## src/rtl/vector_lane_serializer.sv

```systemverilog
// vector_lane_serializer: captures a whole N-lane vector in one beat and
// emits it lane 0 .. N-1 over a valid/ready handshake. The last-lane transfer
// can overlap the next capture, so back-to-back vectors stream with no bubble.
//
// state | meaning
// ------+-------------------------------------------------------------
// IDLE  | no vector held; in_ready high (outside reset), out_valid low
// SEND  | presenting lane_buf[idx]; advances on each output transfer
module vector_lane_serializer #(
    parameter int W = 8,
    parameter int N = 4,
    localparam int IW = (N > 1) ? $clog2(N) : 1
) (
    input  logic          clock,
    input  logic          reset,
    input  logic          in_valid,
    output logic          in_ready,
    input  logic [W-1:0]  in_vec [N],
    output logic          out_valid,
    input  logic          out_ready,
    output logic [W-1:0]  out_data,
    output logic [IW-1:0] out_index,
    output logic          out_last
);

    typedef enum logic {
        IDLE = 1'b0,
        SEND = 1'b1
    } state_t;

    localparam logic [IW-1:0] LAST_IDX = IW'(N - 1);

    state_t        state;
    state_t        state_next;
    logic [IW-1:0] idx;
    logic [IW-1:0] idx_next;
    logic [W-1:0]  lane_buf [N];
    logic          capture;
    logic          is_last;
    logic          in_xfer;
    logic          out_xfer;

    assign is_last   = (idx == LAST_IDX);
    assign out_data  = lane_buf[idx];
    assign out_index = idx;

    // State, lane index and vector buffer registers; buffer loads only on capture.
    always_ff @(posedge clock) begin
        if (reset) begin
            state <= IDLE;
            idx   <= '0;
            for (int i = 0; i < N; i++) begin
                lane_buf[i] <= '0;
            end
        end else begin
            state <= state_next;
            idx   <= idx_next;
            if (capture) begin
                for (int i = 0; i < N; i++) begin
                    lane_buf[i] <= in_vec[i];
                end
            end
        end
    end

    // Next-state, handshake outputs and capture decision.
    // in_ready in SEND follows out_ready combinationally so the last lane and
    // the next vector can both transfer on the same edge.
    always_comb begin
        state_next = state;
        idx_next   = idx;
        capture    = 1'b0;
        in_ready   = 1'b0;
        out_valid  = 1'b0;
        out_last   = 1'b0;
        in_xfer    = 1'b0;
        out_xfer   = 1'b0;
        case (state)
            IDLE: begin
                in_ready = !reset;
                in_xfer  = in_valid && in_ready;
                if (in_xfer) begin
                    capture    = 1'b1;
                    idx_next   = '0;
                    state_next = SEND;
                end
            end
            SEND: begin
                out_valid = 1'b1;
                out_last  = is_last;
                in_ready  = !reset && out_ready && is_last;
                in_xfer   = in_valid && in_ready;
                out_xfer  = out_valid && out_ready;
                if (out_xfer) begin
                    if (!is_last) begin
                        idx_next = idx + 1'b1;
                    end else begin
                        idx_next = '0;
                        if (in_xfer) begin
                            capture    = 1'b1;
                            state_next = SEND;
                        end else begin
                            state_next = IDLE;
                        end
                    end
                end
            end
            default: begin
                state_next = IDLE;
                idx_next   = '0;
            end
        endcase
    end

endmodule

```

## config.mk

```make
export PLATFORM = sky130hd
export DESIGN_NAME = vector_lane_serializer
export DESIGN_NICKNAME = d
export VERILOG_FILES = /design/src/rtl/vector_lane_serializer.sv
export SDC_FILE = /design/constraint.sdc
export NUM_CORES = 1
export LEC_CHECK = 0
export ABC_AREA = 1
export CORE_MARGIN = 5
export CORE_UTILIZATION = 47
export DETAILED_ROUTE_END_ITERATION = 10
export GPL_TIMING_DRIVEN = 0
export HOLD_SLACK_MARGIN = 0.03
export PLACE_DENSITY = 0.79
export SLEW_MARGIN = 5
export SYNTH_ARGS = -nofsm -noshare
export SYNTH_HDL_FRONTEND = slang
export SYNTH_SLANG_ARGS = --single-unit
```

## constraint.sdc

```tcl
create_clock -name clock -period 7 [get_ports clock]
set_clock_uncertainty 0.2 [all_clocks]
set_input_delay 1.05 -clock clock [delete_from_list [all_inputs] [get_ports clock]]
set_output_delay 1.05 -clock clock [all_outputs]
set_load 0.02 [all_outputs]
```

Yosys cells after proc, flatten, opt, wreduce, memory -nomap -nowiden
Memory sizes are Yosys's and may differ from the RTL's. A register that Yosys moved wholly into a read port is not among the register bits.
Index checks and enable logic that the tools add are counted.
Operators by class
  add/sub/neg operators: 1
  eq/ne operators: 3
  multiplexer cells: 26
  bitwise operators: 5
  reductions and logical operators: 6
Operator list (count)
  two-way mux 8 bit: 4
  two-way mux 1 bit: 13
  two-way mux 2 bit: 5
  one-hot mux 1 bit (2 select lines): 3
  logical AND 1 bit: 4
  != test 2 bit (second input constant): 2
  bitwise OR 1 bit: 4
  one-hot mux 2 bit (2 select lines): 1
  adder 2 x 1 -> 2 bit (second input constant): 1
  equality test 2 bit (second input constant): 1
  AND reduction 2 bit: 1
  zero test 1 bit: 1
  inverter 1 bit: 1
Storage, ports and cells
  flip-flop bits (word level): 3
  RAM bits: 32
  word-level logic and storage cells: 44
  memories: 1
Memory list
  lane_buf: words 4, width 8, rd ports 1, clocked after Yosys merged registers in 1, write ports 4, RTL line 37  | logic [W-1:0] lane_buf [N];

Depth between registers and ports, before layout
Gate-level depths: netlist of run 1.
  depth after elaboration: 12
  mapped depth: 6
  gate-level depth less buffers: 6

Worst setup path before layout of run 1
Ideal clock, no wire load.
  path kind: input-to-reg
  from: input port out_ready
  to: memory lane_buf[0][0] (enable)
  setup time: 0.389 ns
  arrival: 2.143 ns
  required time: 6.411 ns
  setup slack: 4.268 ns
  stages: 5
  buffers on the path: 1
  path through: nand2_1 nand2_2 nand3_4 buf_6 nand2_1
RTL lines
  from (decl): RTL line 20  | input logic out_ready,
  to (decl): RTL line 37

Worst setup path after layout of run 1
  from: input port out_ready
  to: output port in_ready
On the way
  longest elaborated chain between the ends: 3
Ends and longest elaborated chain
  logical AND 1 bit (2 in a row): RTL line 91  | in_ready = !reset && out_ready && is_last;
  one-hot mux 1 bit (2 select lines): RTL line 78  | case (state)
  to (decl): RTL line 17  | output logic in_ready,
No other way between the ends.

==> flow_summary.yaml, run 1 <==
critical_path:
  reg2reg_to: "lane_buf[3][1]$_SDFFCE_PN0P_"
  slowest_delay_ns: 0.62
  cpMaxStageDelayCell: "clkdlybuf4s50_1"
  r2r_slack_ns: 4.48
  reg2reg_from: "out_index[0]$_SDFFE_PP0N_"
  crit_top_cell: "clkdlybuf4s50_1"
  worstSetupPathDepth: 4
  cp.required_ns: 5.75
  critical_path_class: "in -> out"
  reg2regPathDepth: 6
  path_max_fanout: 3
  worstSetupStartpointType: "primary input"
  setup.worst_path.end_class: "output pin"
  crit_end: "in_ready"
  critPathLaunch: "out_ready"
  path_delay_family: "buffers and inverters"
  cp.arrival_ns: 2.40
  path_buf_inv: 2
  crit_chain: "clkdlybuf4s50_1 -> nand2_1 -> a21oi_1 -> clkdlybuf4s50_1"
global_routing:
  grt_pass1_wl_um: 5685
  overflow: 0
  antenna_found_initial: 0
  grt_start_max_net_pins: 33
  grt_pass1_vias: 1253
  grt_usage_pct: 14.97
place:
  gp_congestion: 0.7107
  place_ws_ns: 3.348
  dp_hpwl_um: 2359
  port_buffers: 48
pwr:
  leakagePower_nw: 1.035
  vdd_ir_drop_max_v: 0.0001326
  power.density_mw_per_mm2: 212.4
sta:
  slew_viol_final: 0
  final.setup.tns_ns: 0
  fin_ws_ns: 3.349
  setup_violations: 0
  worstMarginPinSlew_ns: 1.239
  hold_ws_ns: 0.3432
  grt_setup_unrepaired: "false"
  max_freq_mhz: 273.9
  hold_viol_final: 0
  period_share_pct: 52.16
  relSlewSlack_pct: 17.21
  period_needed_ns: 3.651
floorplan:
  dieArea_sq_mm: 0.004967
  floorplan.initialDensity_pct: 47.68
  core-area_sq_mm: 0.003606
  io_pins: 49
  die_x_um: 70.48
  die_h_um: 70.48
  rows: 22
yosys:
  yosys_register_bits: 37
  synth_area_sq_mm: 0.001719
  yosysTopAreaCell: "edfxtp_1"
  async_reset_ff_share_pct: 0
  yosysMostFrequentCell: "inv_1"
  synthXorXnorAreaFrac_pct: 0
  syn_nets: 209
  syn_inst: 172
  synth_cell_types: 18
  syn_avg_cell_area_sq_um: 9.995
  synth_ff_type: "edfxtp_1"
  synth_edf_count: 32
  synthMuxAreaShare_pct: 0
  netlist_top_cells_count: "inv_1 (39), nor2_1 (36), edfxtp_1 (32), nor2_2 (12), o21ai_0 (12)"
  synth_top_family_by_area: "simple AND/OR/NAND/NOR gates"
  synth-warning-count: 0
  synthAdderAreaFrac_pct: 0.7278
  yosys.area_share.simple_pct: 16.38
  synthTopCellsByArea: "edfxtp_1 (56%), inv_1 (8.5%), nor2_1 (7.9%)"
  synth_top_area_share_pct: 55.90
  yosysSeqAreaShare_pct: 61.72
  synth_compound_area_share_pct: 9.170
clock_tree:
  htreeDepth: 2
  cts_tree: "done"
  clockBufferDepth: 2
  clk_pin_slew_ns: 0.07
  cts_hold_buf: 0
  numCtsBuffers: 5
  cts_resized: 0
  postCtsSetupBuffers: 0
  root_buffer: "clkbuf_8"
  cts_sinks: 37
  clock_latency_ns: 0.29
final_layout:
  final_core_util_pct: 65.48
  nets: 264
  drive_gt1_share_pct: 13.60
  antenna_cells: 0
  syn_to_final_growth_pct: 37.34
routing:
  drc: 0
  routed_wl_um: 3395
  drtPass1Iterations: 4
  routedWlPerCell_um: 12.30
  vias_per_cell: 4.674
  drt-initial-drc-count: 86
  via_count: 1290
  postRouteAntennaNets: 0
worst_hold_path:
  hold_path_class: "reg -> reg"
status:
  status: "completed"
job:
  cap_viol_max_count: 0
## kinds of logic after synthesis
logic type | count (synthesis)
and+or+nand+nor | 61
buffers and inverters | 45
DFF | 37
AOI/OAI and AO/OA | 28
adders and majority gates | 1
## per-stage QoR
stage	power (mW)	area [sq um]	instances
finish	0.5015	2361	276
CTS	0.5065	2361	276
detailed placement	0.3490	2260	268
global route	0.5235	2361	276
global placement	0.3481	2260	268
floorplan	0.3054	1719	172
## sequential cells by signal, indices dropped and copies added, names as in the netlist, named ones only
name,cells
state,1
lane_buf,32
out_index,2
## cells in the final DEF, fill, tap and decap left out
cell type,count
a21oi_1,4
buf_6,5
clkbuf_8,7
clkdlybuf4s50_1,48
clkinv_2,1
dfxtp_1,5
edfxtp_1,32
ha_1,1
inv_1,39
inv_2,1
nand2_1,7
nand2_2,1
nand3_1,3
nand3_4,1
nor2_1,36
nor2_2,12
o21ai_0,12
o21ai_1,2
o21ai_2,2
o22ai_1,8
or2_2,1
## layer usage
layer	GRT usage [%]	up-vias	wire [um]
li1	-	657	-
met1	17.27	588	1467
met2	24.32	40	1636
met3	5.324	5	227
met4	7.660	0	63
met5	0	-	0
## worst min path at each step
stage,startpoint,end,slack (ns),cells past startpoint
final,out_index[1]$_SDFFE_PP0N_,out_index[1]$_SDFFE_PP0N_,0.34,2
after global routing,out_index[1]$_SDFFE_PP0N_,out_index[1]$_SDFFE_PP0N_,0.37,2
after CTS,out_index[1]$_SDFFE_PP0N_,out_index[1]$_SDFFE_PP0N_,0.34,2
after detailed placement,out_index[1]$_SDFFE_PP0N_,out_index[1]$_SDFFE_PP0N_,0.33,2
after global placement,out_index[1]$_SDFFE_PP0N_,out_index[1]$_SDFFE_PP0N_,0.32,2
after floorplan,out_index[1]$_SDFFE_PP0N_,register,0.38,2
## power breakdown
group	switching (mW)	leakage [nW]	total (mW)	internal, mW
Sequential	0.00577	0.376	0.262	0.256
Clock	0.0689	0.0542	0.158	0.0888
Combinational	0.0399	0.604	0.0818	0.0419
## worst min-delay path, delay by kind of cell, from the launching register on
kind               cells  cell delay, ns
AOI/OAI and AO/OA      1            0.08
DFF                    1            0.33
and+or+nand+nor        1            0.08
## area by class of cell
class | instances | area (sq um)
fill | 296 | 1245
sequential | 37 | 1061
timing repair buffer | 48 | 480.5
multi-input combinational | 90 | 451.7
inverter | 40 | 150.1
clock buffer | 7 | 96.34
tap | 48 | 60.06
buffer | 5 | 56.30
clock inverter | 1 | 5.005
Note: power is estimated with default switching activity, not from simulation.
==> inputs of run 2 (changes only) <==
--- a/config.mk
+++ b/config.mk
@@ -7,11 +7,11 @@
 export LEC_CHECK = 0
 export ABC_AREA = 1
 export CORE_MARGIN = 5
-export CORE_UTILIZATION = 47
+export CORE_UTILIZATION = 42
 export DETAILED_ROUTE_END_ITERATION = 10
 export GPL_TIMING_DRIVEN = 0
 export HOLD_SLACK_MARGIN = 0.03
-export PLACE_DENSITY = 0.79
+export PLACE_DENSITY = 0.75
 export SLEW_MARGIN = 5
 export SYNTH_ARGS = -nofsm -noshare
 export SYNTH_HDL_FRONTEND = slang
==> constraint.sdc (replaced) <==
create_clock -name clock -period 3.1 [get_ports clock]
set_clock_uncertainty 0.2 [all_clocks]
set_input_delay 0.465 -clock clock [delete_from_list [all_inputs] [get_ports clock]]
set_output_delay 0.465 -clock clock [all_outputs]
set_load 0.02 [all_outputs]
==> flow_summary.yaml, run 2 (synthesis gave the netlist of run 1 again) <==
clock_tree:
  cts_tree: "done"
  clk_pin_slew_ns: 0.07
  cts_resized: 0
  cts_hold_buf: 0
  cts_sinks: 37
  root_buffer: "clkbuf_8"
  postCtsSetupBuffers: 0
  numCtsBuffers: 5
  clock_latency_ns: 0.29
  htreeDepth: 2
  clockBufferDepth: 2
critical_path:
  crit_top_cell: "nand2_1"
  worstSetupStartpointType: "primary input"
  cpMaxStageDelayCell: "nand2_1"
  cp.required_ns: 2.81
  critical_path_class: "in -> reg"
  slowest_delay_ns: 0.92
  crit_chain: "clkdlybuf4s50_1 -> nand2_1 -> nand2_2 -> nand3_4 -> buf_6 -> nand2_1"
  setup.worst_path.end_class: "register"
  cp.arrival_ns: 2.38
  path_max_fanout: 32
global_routing:
  grt_usage_pct: 14.04
  overflow: 0
  grt_pass1_vias: 1310
  grt_pass1_wl_um: 5582
  grt_start_max_net_pins: 33
  antenna_found_initial: 0
place:
  gp_congestion: 0.7415
  placed_cell_area_sq_mm: 0.002262
  dp_hpwl_um: 2484
  port_buffers: 48
final_layout:
  final_cell_mix: "clkdlybuf4s50_1 (48), inv_1 (39), nor2_1 (36), edfxtp_1 (32)"
  design_area_sq_mm: 0.002369
  antenna_cells: 0
  largest_register_ff_count: 32
  n_fill_cell: 350
  final_core_util_pct: 59.64
  layout_commonest_cell: "clkdlybuf4s50_1"
  regMostFlops: "lane_buf"
  nets: 264
  syn_to_final_growth_pct: 37.77
  drive_gt1_share_pct: 12.72
pwr:
  combPwrFrac_pct: 15.7
  p_seq_share_pct: 50.3
  clkPwrFrac_pct: 33.9
  power_mw: 1.177
  power.density_mw_per_mm2: 496.9
  swShare_pct: 22.64
  vdd_ir_drop_max_v: 0.0003323
  p_sw_mw: 0.2665
  leakagePower_nw: 1.034
  internal_power_mw: 0.9104
sta:
  final.setup.tns_ns: 0
  period_share_pct: 86.24
  grt_setup_unrepaired: "false"
  worstMarginPinSlew_ns: 1.271
  hold_ws_ns: 0.3313
  relSlewSlack_pct: 15.07
  slew_viol_final: 0
  period_needed_ns: 2.673
  setup_violations: 0
  max_freq_mhz: 374.1
  hold_viol_final: 0
worst_hold_path:
  hold_path_class: "reg -> reg"
routing:
  vias_per_cell: 4.536
  drtPass1Iterations: 4
  drc: 0
  postRouteAntennaNets: 0
  drt-initial-drc-count: 105
  via_count: 1261
  routedWlPerCell_um: 12.64
  routed_wl_um: 3513
job:
  cap_viol_max_count: 0
floorplan:
  floorplan.initialDensity_pct: 43.29
  dieArea_sq_mm: 0.005473
  die_h_um: 73.98
  core-area_sq_mm: 0.003971
  rows: 23
  die_x_um: 73.98
  io_pins: 49
status:
  status: "completed"
==> run 2: critical path: cells and delay by family <==
kind	cells	cell delay (ns)
and+or+nand+nor	4	1.23
buffers and inverters	2	0.67
==> run 2: final timing paths <==
| kind | to | slack [ns] | depth (start not counted) | start |
|---|---|---|---|---|
| setup / recovery | lane_buf[2][6]$_SDFFCE_PN0P_ | 0.43 | 6 | out_ready |
| hold / removal | register | 0.33 | 2 | out_index[1]$_SDFFE_PP0N_ |
| hold reg to reg | register | 0.33 | 2 | out_index[1]$_SDFFE_PP0N_ |
| setup reg to reg | lane_buf[2][6]$_SDFFCE_PN0P_ | 0.54 | 6 | out_index[0]$_SDFFE_PP0N_ |
==> run 2: final cells by class <==
cell class	count	area, sq um	share of cell area, %
buffer	5	56.30	2.377
clock buffer	6	72.57	3.064
clock inverter	2	33.78	1.426
inverter	40	150.1	6.339
multi-input combinational	90	451.7	19.07
sequential	37	1061	44.80
tap	50	62.56	2.641
timing repair buffer	48	480.5	20.29
==> run 2: layer usage <==
layer / track usage [%] / vias up / routed length, um
met2: 22.64 / 41 / 1652
met4: 8.451 / 0 / 71
met5: 0 / - / 0
li1: - / 659 / -
met3: 4.189 / 7 / 315
met1: 16.54 / 554 / 1473
==> run 2: stage by stage <==
stage | cells | worst slack, ns
6_report | 278 | 0.4266
5_1_grt | 278 | 0.2459
4_1_cts | 278 | 0.4035
3_5_place_dp | 270 | 0.09410
3_3_place_gp | 270 | 0.1163
2_1_floorplan | 172 | 0.7391
==> run 2: power groups by stage <==
stage / logic [mW] / clock network (mW) / registers, mW
floorplan: 0.0887 / 0 / 0.601
global placement: 0.185 / 0 / 0.602
detailed placement: 0.186 / 0 / 0.603
CTS: 0.187 / 0.406 / 0.592
global route: 0.201 / 0.429 / 0.595
finish: 0.185 / 0.399 / 0.592
==> inputs of run 3 (changes only) <==
--- a/config.mk
+++ b/config.mk
@@ -7,11 +7,12 @@
 export LEC_CHECK = 0
 export ABC_AREA = 1
 export CORE_MARGIN = 5
-export CORE_UTILIZATION = 42
+export CORE_UTILIZATION = 44
+export CTS_BUF_LIST = sky130_fd_sc_hd__clkbuf_8
 export DETAILED_ROUTE_END_ITERATION = 10
 export GPL_TIMING_DRIVEN = 0
 export HOLD_SLACK_MARGIN = 0.03
-export PLACE_DENSITY = 0.75
+export PLACE_DENSITY = 0.78
 export SLEW_MARGIN = 5
 export SYNTH_ARGS = -nofsm -noshare
 export SYNTH_HDL_FRONTEND = slang
==> flow_summary.yaml, run 3 (synthesis gave the netlist of run 1 again) <==
routing:
  vias_per_cell: 4.732
  drtPass1Iterations: 4
  routed_wl_um: 3648
  routedWlPerCell_um: 13.22
  drc: 0
  via_count: 1306
  drt-initial-drc-count: 126
  postRouteAntennaNets: 0
sta:
  max_freq_mhz: 383.9
  hold_ws_ns: 0.3351
  final.setup.tns_ns: 0
  slew_viol_final: 0
  fin_ws_ns: 0.4949
  setup_violations: 0
  relSlewSlack_pct: 52.38
  period_needed_ns: 2.605
  hold_viol_final: 0
  period_share_pct: 84.03
  worstMarginPinSlew_ns: 0.7118
  grt_setup_unrepaired: "false"
critical_path:
  cp.arrival_ns: 1.94
  path_max_fanout: 9
  cp.required_ns: 2.43
  setup.worst_path.end_class: "output pin"
  critical_path_class: "reg -> out"
  worstSetupStartpointType: "register"
floorplan:
  die_h_um: 72.51
  die_x_um: 72.51
  core-area_sq_mm: 0.003716
  rows: 22
  floorplan.initialDensity_pct: 46.26
  dieArea_sq_mm: 0.005257
  io_pins: 49
final_layout:
  drive_gt1_share_pct: 14.04
  largest_register_ff_count: 32
  regMostFlops: "lane_buf"
  layout_commonest_cell: "clkdlybuf4s50_1"
  antenna_cells: 0
  design_area_sq_mm: 0.002349
  final_core_util_pct: 63.20
  final_cell_mix: "clkdlybuf4s50_1 (48), inv_1 (39), nor2_1 (36), edfxtp_1 (32)"
  nets: 264
  syn_to_final_growth_pct: 36.61
clock_tree:
  numCtsBuffers: 5
  cts_resized: 0
  htreeDepth: 2
  cts_tree: "done"
  postCtsSetupBuffers: 0
  cts_sinks: 37
  clock_latency_ns: 0.29
  root_buffer: "clkbuf_8"
  cts_hold_buf: 0
  clk_pin_slew_ns: 0.06
  clockBufferDepth: 2
place:
  place_ws_ns: 0.09514
  placed_cell_area_sq_mm: 0.002260
  dp_hpwl_um: 2592
  gp_congestion: 0.7149
  port_buffers: 48
worst_hold_path:
  hold_path_class: "reg -> reg"
pwr:
  power.density_mw_per_mm2: 467.7
  leakagePower_nw: 1.025
  vdd_ir_drop_max_v: 0.0003011
status:
  status: "completed"
job:
  cap_viol_max_count: 0
global_routing:
  antenna_found_initial: 0
  overflow: 0
  grt_pass1_vias: 1313
  grt_pass1_wl_um: 5651
  grt_usage_pct: 14.47
  grt_start_max_net_pins: 33
run 3: cell count changes in the layout (fill, tap and decap cells not counted):
| cell | previous run | this run |
|---|---|---|
| clkinv_2 | 0 | 2 |
| bufinv_16 | 1 | 0 |
| clkbuf_1 | 1 | 0 |
| clkinv_1 | 1 | 0 |
| clkinvlp_4 | 0 | 1 |
| nand2_1 | 7 | 6 |
| nand2_2 | 1 | 2 |
run 3: cell type report:
cell class                      count  area [sq um]
Buffer                              5         56.30
Clock buffer                        5         68.82
Clock inverter                      3         17.52
Fill cell                         320          1368
Inverter                           40         150.1
Multi-Input combinational cell     90         454.2
Sequential cell                    37          1061
Tap cell                           48         60.06
Timing Repair Buffer               48         480.5
run 3: stage by stage:
stage          total power, mW  std cells
5_1_grt                  1.145        276
4_1_cts                  1.103        276
3_5_place_dp            0.7899        268
2_1_floorplan           0.6897        172
6_report                 1.098        276
3_3_place_gp            0.7856        268
run 3: critical path, stage by stage (launching register included):
cell and delay (ns):
dfxtp_1 0.40, inv_1 0.28, o21ai_0 0.19, o22ai_1 0.16, clkdlybuf4s50_1 0.63
run 3: final timing paths:
kind                              from                            to  slack (ns)  cells past startpoint
max                           register                   out_data[2]        0.49                      4
min          out_index[1]$_SDFFE_PP0N_     out_index[1]$_SDFFE_PP0N_        0.34                      2
min reg2reg  out_index[1]$_SDFFE_PP0N_     out_index[1]$_SDFFE_PP0N_        0.34                      2
max reg2reg  out_index[0]$_SDFFE_PP0N_  lane_buf[3][7]$_SDFFCE_PN0P_        0.94                      6
run 3: where the power goes:
| part | switching [mW] | total (mW) | internal [mW] |
|---|---|---|---|
| clock | 0.165 | 0.320 | 0.155 |
| sequential | 0.0135 | 0.591 | 0.578 |
| combinational | 0.0920 | 0.187 | 0.0947 |
run 3: routing by layer:
layer  part of all wire, %  vias up  track usage (%)
met1                    42      599            17.01
met5                     0        -                0
met2                    49       45            24.67
met3                   7.4        6            5.125
met4                   1.3        0            4.713
li1                      -      656                -
